<file path="config.mk">
export PLATFORM = sky130hd
export DESIGN_NAME = pb_i2c_arbiter
export DESIGN_NICKNAME = d
export VERILOG_FILES = /design/src/rtl/pb_i2c_pkg.sv /design/src/rtl/pb_i2c_arb_pick.sv /design/src/rtl/pb_i2c_arbiter.sv
export SDC_FILE = /design/constraint.sdc
export NUM_CORES = 1
export LEC_CHECK = 0
export ABC_AREA = 1
export BUFFER_PORTS_ARGS = -buffer_cell sky130_fd_sc_hd__buf_2
export CAP_MARGIN = 5
export CELL_PAD_IN_SITES_DETAIL_PLACEMENT = 1
export CELL_PAD_IN_SITES_GLOBAL_PLACEMENT = 1
export CORE_AREA = 2 2 116 118
export CTS_CLUSTER_DIAMETER = 60
export DETAILED_ROUTE_END_ITERATION = 8
export DIE_AREA = 0 0 118 120
export HOLD_SLACK_MARGIN = 0.03
export PLACE_DENSITY_LB_ADDON = 0.1
export SLEW_MARGIN = 10
export SYNTH_ARGS = -nofsm -noshare
export SYNTH_HDL_FRONTEND = slang
export SYNTH_SLANG_ARGS = --single-unit
</file>
<file path="constraint.sdc">
create_clock -name clk -period 1.1 [get_ports clk]
set_input_delay 0.22 -clock clk [delete_from_list [all_inputs] [get_ports clk]]
set_output_delay 0.22 -clock clk [all_outputs]
set_load 0.01 [all_outputs]
</file>
<file path="src/rtl/pb_i2c_pkg.sv">
`default_nettype none
// ============================================================================
// Module      : pb_i2c_pkg
// Description : Shared types and constants for the Power Board I2C arbiter.
// Revision    : 1.0 - initial release
// ============================================================================
package pb_i2c_pkg;

  localparam logic [3:0]  I2C_WR    = 4'd0;
  localparam logic [3:0]  I2C_RD    = 4'd1;
  localparam logic [3:0]  I2C_RD_RS = 4'd2;

  localparam logic        REQ_CAM   = 1'b0;
  localparam logic        REQ_HK    = 1'b1;

  localparam logic [15:0] ERR_WORD  = 16'hDEAD;

  typedef enum logic [2:0] {
    ST_IDLE       = 3'd0,
    ST_ISSUE      = 3'd1,
    ST_WAIT_START = 3'd2,
    ST_WAIT_DONE  = 3'd3,
    ST_RELEASE    = 3'd4,
    ST_TIMEOUT    = 3'd5
  } arb_state_t;

endpackage
`default_nettype wire

</file>
<file path="src/rtl/pb_i2c_arb_pick.sv">
`default_nettype none
// ============================================================================
// Module      : pb_i2c_arb_pick
// Description : Two-way alternating-priority picker with hk lock masking.
// Revision    : 1.0 - initial release
// ============================================================================
module pb_i2c_arb_pick
  import pb_i2c_pkg::*;
(
  input  logic i_cam_pend,
  input  logic i_hk_req,
  input  logic i_lock_hk,
  input  logic i_last_grant,
  output logic o_valid,
  output logic o_winner
);

  logic w_hk_pend;

  assign w_hk_pend = i_hk_req & ~i_lock_hk;

  always_comb begin
    o_valid  = i_cam_pend | w_hk_pend;
    o_winner = REQ_CAM;
    if (i_cam_pend && w_hk_pend) begin
      o_winner = ~i_last_grant;
    end else if (w_hk_pend) begin
      o_winner = REQ_HK;
    end
  end

endmodule
`default_nettype wire

</file>
<file path="src/rtl/pb_i2c_arbiter.sv">
`default_nettype none
// ============================================================================
// Module      : pb_i2c_arbiter
// Description : Shares the PB I2C engine between cam (req 0) and hk (req 1).
//               Optional engine watchdog: define PB_I2C_ARB_TIMEOUT_EN.
// Revision    : 1.0 - initial release
// ============================================================================
module pb_i2c_arbiter
  import pb_i2c_pkg::*;
#(
  parameter int TIMEOUT_CYCLES = 2_000_000,
  parameter int TO_CNT_W       = 21
) (
  input  logic        clk,
  input  logic        n_reset,
  input  logic        cam_start,
  input  logic [3:0]  cam_type,
  input  logic [31:0] cam_cmd,
  output logic        cam_status,
  output logic [15:0] cam_rd_data,
  input  logic        hk_start,
  input  logic [3:0]  hk_type,
  input  logic [31:0] hk_cmd,
  output logic        hk_status,
  output logic [15:0] hk_rd_data,
  input  logic        lock_hk,
  output logic        i2c_start,
  output logic [3:0]  i2c_type,
  output logic [31:0] i2c_cmd,
  input  logic        i2c_status,
  input  logic [15:0] i2c_rd_data,
  output logic [1:0]  arb_err
);

  if ((TO_CNT_W < 31) && ((1 << TO_CNT_W) <= TIMEOUT_CYCLES)) begin : g_cfg_check
    $error("pb_i2c_arbiter: TO_CNT_W too narrow for TIMEOUT_CYCLES");
  end

  arb_state_t       r_state,      w_state_nxt;
  logic             r_grant_id,   w_grant_id_nxt;
  logic             r_last_grant, w_last_grant_nxt;
  logic [1:0]       r_armed,      w_armed_nxt;
  logic [3:0]       r_type,       w_type_nxt;
  logic [31:0]      r_cmd,        w_cmd_nxt;
  logic             r_i2c_start,  w_i2c_start_nxt;
  logic [1:0]       r_status,     w_status_nxt;
  logic [1:0][15:0] r_rd_data,    w_rd_data_nxt;
  logic [1:0]       w_start;
  logic             w_pick_valid;
  logic             w_pick_winner;

`ifdef PB_I2C_ARB_TIMEOUT_EN
  logic [TO_CNT_W-1:0] r_to_cnt, w_to_cnt_nxt, w_to_cnt_inc;
  logic [1:0]          r_arb_err, w_arb_err_nxt;

  assign w_to_cnt_inc = r_to_cnt + 1'b1;
  assign arb_err      = r_arb_err;
`else
  assign arb_err      = 2'b00;
`endif

  assign w_start = {hk_start, cam_start};

  pb_i2c_arb_pick u_pick (
    .i_cam_pend   (cam_start & r_armed[REQ_CAM]),
    .i_hk_req     (hk_start & r_armed[REQ_HK]),
    .i_lock_hk    (lock_hk),
    .i_last_grant (r_last_grant),
    .o_valid      (w_pick_valid),
    .o_winner     (w_pick_winner)
  );

  always_comb begin
    w_state_nxt      = r_state;
    w_grant_id_nxt   = r_grant_id;
    w_last_grant_nxt = r_last_grant;
    w_armed_nxt      = r_armed;
    w_type_nxt       = r_type;
    w_cmd_nxt        = r_cmd;
    w_i2c_start_nxt  = r_i2c_start;
    w_status_nxt     = r_status;
    w_rd_data_nxt    = r_rd_data;

    // A low start re-arms; a held-high start cannot launch a second transaction.
    for (int i = 0; i < 2; i++) begin
      if (!w_start[i]) w_armed_nxt[i] = 1'b1;
    end

    case (r_state)
      ST_IDLE: begin
        if (w_pick_valid) begin
          w_grant_id_nxt             = w_pick_winner;
          w_last_grant_nxt           = w_pick_winner;
          w_armed_nxt[w_pick_winner] = 1'b0;
          w_type_nxt                 = (w_pick_winner == REQ_HK) ? hk_type : cam_type;
          w_cmd_nxt                  = (w_pick_winner == REQ_HK) ? hk_cmd  : cam_cmd;
          w_state_nxt                = ST_ISSUE;
        end
      end
      ST_ISSUE: begin
        w_i2c_start_nxt = 1'b1;
        w_state_nxt     = ST_WAIT_START;
      end
      ST_WAIT_START: begin
        if (i2c_status) begin
          w_i2c_start_nxt          = 1'b0;
          w_status_nxt[r_grant_id] = 1'b1;
          w_state_nxt              = ST_WAIT_DONE;
        end
      end
      ST_WAIT_DONE: begin
        if (!i2c_status) begin
          w_rd_data_nxt[r_grant_id] = i2c_rd_data;
          w_status_nxt[r_grant_id]  = 1'b0;
          w_state_nxt               = ST_RELEASE;
        end
      end
      ST_RELEASE: begin
        w_state_nxt = ST_IDLE;
      end
      ST_TIMEOUT: begin
        w_status_nxt[r_grant_id] = 1'b0;
        w_state_nxt              = ST_RELEASE;
      end
      default: begin
        w_state_nxt = ST_IDLE;
      end
    endcase

`ifdef PB_I2C_ARB_TIMEOUT_EN
    w_to_cnt_nxt  = r_to_cnt;
    w_arb_err_nxt = r_arb_err;
    if (r_state == ST_ISSUE) begin
      w_to_cnt_nxt = '0;
    end else if ((r_state == ST_WAIT_START) || (r_state == ST_WAIT_DONE)) begin
      w_to_cnt_nxt = w_to_cnt_inc;
      // Expiry overrides the normal handshake; status pulses for one cycle in ST_TIMEOUT.
      if (w_to_cnt_inc == TO_CNT_W'(TIMEOUT_CYCLES)) begin
        w_i2c_start_nxt           = 1'b0;
        w_arb_err_nxt[r_grant_id] = 1'b1;
        w_rd_data_nxt[r_grant_id] = ERR_WORD;
        w_status_nxt[r_grant_id]  = 1'b1;
        w_state_nxt               = ST_TIMEOUT;
      end
    end
`endif
  end

  always_ff @(posedge clk) begin
    if (!n_reset) begin
      r_state      <= ST_IDLE;
      r_grant_id   <= REQ_CAM;
      r_last_grant <= REQ_HK;
      r_armed      <= 2'b11;
      r_type       <= '0;
      r_cmd        <= '0;
      r_i2c_start  <= 1'b0;
      r_status     <= '0;
      r_rd_data    <= '0;
`ifdef PB_I2C_ARB_TIMEOUT_EN
      r_to_cnt     <= '0;
      r_arb_err    <= '0;
`endif
    end else begin
      r_state      <= w_state_nxt;
      r_grant_id   <= w_grant_id_nxt;
      r_last_grant <= w_last_grant_nxt;
      r_armed      <= w_armed_nxt;
      r_type       <= w_type_nxt;
      r_cmd        <= w_cmd_nxt;
      r_i2c_start  <= w_i2c_start_nxt;
      r_status     <= w_status_nxt;
      r_rd_data    <= w_rd_data_nxt;
`ifdef PB_I2C_ARB_TIMEOUT_EN
      r_to_cnt     <= w_to_cnt_nxt;
      r_arb_err    <= w_arb_err_nxt;
`endif
    end
  end

  assign i2c_start   = r_i2c_start;
  assign i2c_type    = r_type;
  assign i2c_cmd     = r_cmd;
  assign cam_status  = r_status[REQ_CAM];
  assign hk_status   = r_status[REQ_HK];
  assign cam_rd_data = r_rd_data[REQ_CAM];
  assign hk_rd_data  = r_rd_data[REQ_HK];

endmodule
`default_nettype wire
</file>
* Yosys cells after proc, flatten, opt, wreduce, memory -nomap -nowiden
Cells that the tools add are included.
W data, S select, Z words.
** Storage, ports and cells
- Register bits :: 78
- Input port bits :: 94
- Output and inout port bits :: 73
- Logic and storage cells :: 68
** Cells by class
- $lt $le $gt $ge :: 4
- Equality and inequality tests :: 7
- Muxes and demuxes :: 24
- Bitwise gates (word level) :: 12
- Reduce and logical (&&, ||, !) cells :: 11
** Operators with widths (count)
- $bwmux W32 :: 1
- $mux W32 :: 1
- $demux W16 S1 :: 1
- $mux W16 :: 1
- $pmux W3 S5 :: 1
- $mux W3 :: 3
- $mux W2 :: 4
- $mux W1 :: 7
- $eq A3 B2 Y1 const B :: 2
- $pmux W2 S3 :: 1
- $reduce_and A2 Y1 :: 3
- $reduce_and A3 Y1 :: 2
- $and A2 B2 Y2 :: 2
- $lt A1 B2 Y1 const B :: 2
- $mux W4 :: 1
- $ne A2 B2 Y1 const B :: 2
- $not A2 Y2 :: 2
- $and A1 B1 Y1 :: 3
- $eq A3 B1 Y1 const B :: 1
- $eq A3 B3 Y1 const B :: 1
- $logic_and A1 B1 Y1 :: 3
- $logic_not A3 Y1 :: 1
- $not A1 Y1 :: 3
- $reduce_bool A3 Y1 :: 1
- 7 further kinds :: 9

* Depth between registers and ports, before layout
- Word-level depth :: 12
- Gate-level depth with buffers :: 9
- Mapped depth without buffers :: 8

* Cells and area by module
From an unflattened synthesis, not the netlist that was laid out.
** Unflattened totals
- Cell total of the unflattened synthesis :: 493
- Area total of the unflattened synthesis :: 3405.8 µm²
** Modules (own cells, without submodules)
- pb_i2c_arbiter :: instances 1, cells an instance 486, area an instance 3377.0 µm², sequential area each 1561.5 µm²
- pb_i2c_arb_pick :: instances 1, cells an instance 7, area an instance 28.8 µm², sequential area each 0.0 µm²

* Worst setup path before layout
OpenSTA, ideal clock, no wires.
- Path type :: register to register
- Start :: reg r_state[0]
- End :: reg r_cmd[10], in the netlist i2c_cmd[10]
- Setup time :: 116 ps
- Arrival :: 1039 ps
- Required time :: 984 ps
- Path slack :: -55 ps
- Cell stages (with the launch flop) :: 10
- Path buffers :: 1
- Clock period less this slack :: 1155 ps
- Cell sequence :: dfxtp_1 -> nor2_2 -> nand2_1 -> inv_2 -> o21ai_4 -> inv_6 -> buf_6 -> nand2_1 -> nor2_1 -> nor2_1
** Between the ends
- Word-level cells in the longest chain between the ends :: 2
** Ends and longest elaborated chain
- start: declaration :: line pb_i2c_arbiter.sv:39 : arb_state_t r_state, w_state_nxt;
- start signal: assignment :: line pb_i2c_arbiter.sv:165 : r_state <= w_state_nxt;
- $logic_not A3 Y1 :: line pb_i2c_arbiter.sv:89 : case (r_state)
- $reduce_and A2 Y1 (no source line)
- end signal: assignment :: line pb_i2c_arbiter.sv:170 : r_cmd <= w_cmd_nxt;
- end: declaration :: line pb_i2c_arbiter.sv:44 : logic [31:0] r_cmd, w_cmd_nxt;
Every way passes these cells.
A chain may end at the register's enable or synchronous reset.

* Worst setup path in the final report
- Start :: reg r_state[2]
- End :: reg r_rd_data (netlist bit cam_rd_data[15])
** Between the ends
- Word-level cells in the longest chain between the ends :: 2
** Ends and longest elaborated chain
- $eq A3 B2 Y1 :: line pb_i2c_arbiter.sv:89
- $reduce_and A2 Y1 (no source line)
- end signal: assignment :: line pb_i2c_arbiter.sv:173 : r_rd_data <= w_rd_data_nxt;
- end: declaration :: line pb_i2c_arbiter.sv:47 : logic [1:0][15:0] r_rd_data, w_rd_data_nxt;
Every way passes these cells.

==> results.md <==
Placed design:
- In this run, placement finished with an instance count of 854.
- The weighted congestion at the end of routability-driven global placement is 0.758.
- The wire-length estimate of the detail-placed layout is 8240 um.
- During placement, the flow inserted port buffers numbering 164.
- The worst-case setup slack after placement is -0.171 ns.

Global routing:
- The via count of the first global-routing pass was 3744.
- Entering global routing, the biggest net connects 33 pins.
- For this run, the total global-route usage over all layers was measured as 16.5%.
- The number of antenna violations at the first check in global routing is 0.
- For this run the aggregate overflow at the end of global routing stands at 0.
- The first-pass GRT wire length is 18700 um.

Floorplanning:
- The die outline height is 120 um.
- The full die area is 14200 um2.
- During I/O placement, the number of pins put on the boundary was 167.
- The number of cell rows is 42.
- Once the floorplan was initialized, standard cells occupied 27.3% of the core.
- The core region is 13000 um2.
- The width of the chip is 118 um.

Timing:
- In the finished design, the share of the clock period the worst path needs comes to 118%.
- The worst path in the final design needs a cycle of 1.29 ns, including I/O delays and setup.
- The post-route setup TNS is -8.36 ns.
- The setup slack of the critical path after layout is -0.194 ns.
- The number of setup violations in the final report is 75.
- The final hold violation count is 0.
- Setup repair after global routing could not meet its margin everywhere.
- The count of final max-slew check failures came to 0.
- The peak clock frequency supported by timing is 773 MHz.
- Clock skew on the completed layout was measured at 0.00651 ns.

Yosys:
- Sequential elements use 44.0% of the synthesized area.
- Yosys printed 0 warnings.
- Synthesis instantiated 25 different standard cells from the library.
- Each instance of the synthesized netlist takes up on average 6.89 um2.
- After technology mapping, the gate count stands at 515.
- The synthesized area is 3550 um2.
- Synthesis inferred 78 register bits.

Clock tree:
- The clock passes through at most 2 buffers.
- The TritonCTS buffer count is 9.
- The number of buffers inserted for hold repair after clock tree synthesis is 0.
- For the worst-skew pair, the clock arrives at the later sink with an insertion delay of 0.34 ns.
- The count of clock tree sinks is 78.
- The number of H-tree levels is 3.
- The clock tree from TritonCTS is built.
- Clock-pin slew was measured on the worst setup and hold paths at 0.06 ns.
- The buffer type at the clock tree root is clkbuf_16.

Drt:
- The routed length per instance is 14.2 um.
- The count of antenna-violating nets left after detailed routing is 0.
- The total number of vias is 3924.
- The first TritonRoute pass finished after 5 iterations.
- The per-cell via count in the routed design is 4.45.
- For this block, the initial DRC count from the detailed router was 156.
- The DRC violation count after routing is 0.
- The final routed wirelength across all metal layers is 12500 um.

Setup path:
- The number of cells on the worst reg-to-reg path is 8.
- In this design, the stage delay of the slowest critical-path cell is 0.34 ns.
- The critical path depth in cells is 8.
- The library cell contributing the largest single delay on the critical path is dfxtp_2.
- The dominant cell type by count on the critical path is nand3_4.
- The cell family contributing the most delay on the critical path is buffers and inverters.
- STA classifies the critical path startpoint as a flip-flop.
- The critical path in this run is classified as reg2reg.
- The critical path goes through inv_2, nand3_4, inv_4, buf_6, nand3_4, clkbuf_16, o21ai_2, a21oi_1.
- The data arrival time of the worst path is 1.52 ns.
- The highest fanout seen on the critical path is 8.
- The data required time of the worst path is 1.33 ns.
- The worst setup path is captured at a flip-flop.
- Together, buffers and inverters on the worst path number 4.

Finish:
- Relative to the synthesized area, the layout overhead comes to 55.0%.
- At the end of the flow, the number of nets in the layout was 795.
- The number of inserted diodes is 0.
- The layout has 1656 filler cells.
- The finished layout holds 881 standard cells, fillers aside.
- The fraction of layout cells with a size suffix above 1 is 43.7%.

Outcome:
- The final reports fail on setup timing.
- The run finished, with violations left.

Flow run:
- The tool flagged a number of max-cap violations equal to 0.

Power and ir drop:
- The design draws 8.00 mW.
- The peak supply drop is 0.607 mV.
- The total power divided by cell area is 1450 nW/um2.
- For this design the static power due to leakage is 2.78 nW.

Worst hold path:
- The number of cells on the worst hold path is 3.
- The worst hold path class is in2reg.
-- power by group --
part,leakage (nW),internal (mW),switching (mW)
clock network,0.135,1.57,1.16
registers,0.640,3.10,0.170
logic,2.01,0.878,1.11
-- layout by cell type, fill, tap and decap left out, types with 2 or more instances in the layout --
| cell type | n |
|---|---|
| nand2_1 | 99 |
| nand3_1 | 15 |
| nor2_1 | 89 |
| buf_16 | 3 |
| buf_2 | 163 |
| buf_6 | 7 |
| nand3_4 | 3 |
| inv_4 | 3 |
| o21ai_4 | 3 |
| o21ai_0 | 2 |
| inv_1 | 65 |
| conb_1 | 2 |
| nand3_2 | 2 |
| clkbuf_16 | 12 |
| buf_4 | 20 |
| dfxtp_2 | 7 |
| inv_2 | 4 |
| buf_8 | 2 |
| nand2_4 | 6 |
| nand4_1 | 3 |
| o21ai_1 | 27 |
| a21oi_1 | 23 |
| nor2_4 | 2 |
| buf_12 | 6 |
| dfxtp_4 | 2 |
| dfxtp_1 | 69 |
| a21oi_4 | 2 |
| clkinv_2 | 3 |
| nand2_2 | 5 |
| clkinv_4 | 2 |
| o21ai_2 | 29 |
| a21oi_2 | 19 |
-- synth_stat cells (all sizes together) --
| library cell | count | share of area (%) |
|---|---|---|
| nand3 | 20 | 3.7 |
| conb | 1 | 0.11 |
| nor2 | 92 | 10 |
| clkbuf | 7 | 0.74 |
| o22ai | 1 | 0.18 |
| a21oi | 44 | 6.2 |
| nand2 | 110 | 12 |
| dfxtp | 78 | 44 |
| buf | 23 | 5.4 |
| inv | 73 | 7.9 |
| nand4 | 3 | 0.53 |
| nor3 | 1 | 0.14 |
| a31oi | 1 | 0.18 |
| o21ai | 61 | 8.9 |
-- per-layer routing --
layer | up-vias | share of wire, % | GRT usage (%)
met5 | - | 0 | 0
met4 | 0 | 2.0 | 6.40
met3 | 18 | 5.0 | 3.52
met2 | 117 | 49 | 26.5
met1 | 1821 | 44 | 21.8
li1 | 1968 | - | -
-- state kept, by name (all words and copies together) (netlist names), named ones only --
register      count
cam_rd_data      16
hk_rd_data       16
i2c_cmd          32
i2c_start         1
i2c_type          4
r_armed           2
r_grant_id        1
r_last_grant      1
r_state           3
-- area by class of cell --
cell class | instances | area [um2] | area share (%)
Inverter | 73 | 287 | 5.21
Clock buffer | 11 | 243 | 4.42
Timing Repair Buffer | 204 | 1350 | 24.6
Multi-Input combinational cell | 335 | 1790 | 32.6
Tap cell | 176 | 220 | 4.01
Clock inverter | 4 | 23.8 | 0.433
Sequential cell | 78 | 1580 | 28.7
-- final timing paths --
| path | slack (ns) | from | end |
|---|---|---|---|
| max | -0.19 | r_state[2] | cam_rd_data[15] |
| max reg2reg | -0.19 | r_state[2] | cam_rd_data[15] |
| min | 0.17 | i2c_rd_data[4] | cam_rd_data[4] |
| min reg2reg | 0.44 | cam_rd_data[3] | cam_rd_data[3] |
-- tightest hold or removal path, cell delays in order --
cell     delay, ns
buf_2         0.10
o21ai_2       0.05
a21oi_1       0.09
-- cells by family (layout without fill, tap and decap cells) --
kind of cell,Yosys count,after routing,synth area share [%]
AO/OA/AOI/OAI,107,107,15.5
other,1,2,0.106
flip-flops,78,78,44.0
AND/OR/NAND/NOR,226,226,26.4
buffers and inverters,103,292,14.0
-- timing repair --
item / in CTS / in global routing
gates resized for setup: 72 / 79
cloned: 3 / 4
hold endpoints to repair: 0 / 0
buffers inserted: 6 / 2
pin swaps: 14 / 15
setup endpoints to repair: 77 / 80
-- through the flow --
| stage | area (um2) | hold WS [ns] | util [%] |
|---|---|---|---|
| after floorplan | 3550 | 0.378 | - |
| after global placement | 4660 | 0.427 | 35.9 |
| after detailed placement | 4660 | 0.434 | 35.9 |
| after CTS | 5190 | 0.150 | 40.0 |
| after global routing | 5500 | 0.173 | 42.3 |
| final | 5500 | 0.168 | 42.3 |
Note: power is estimated with default switching activity, not from simulation.
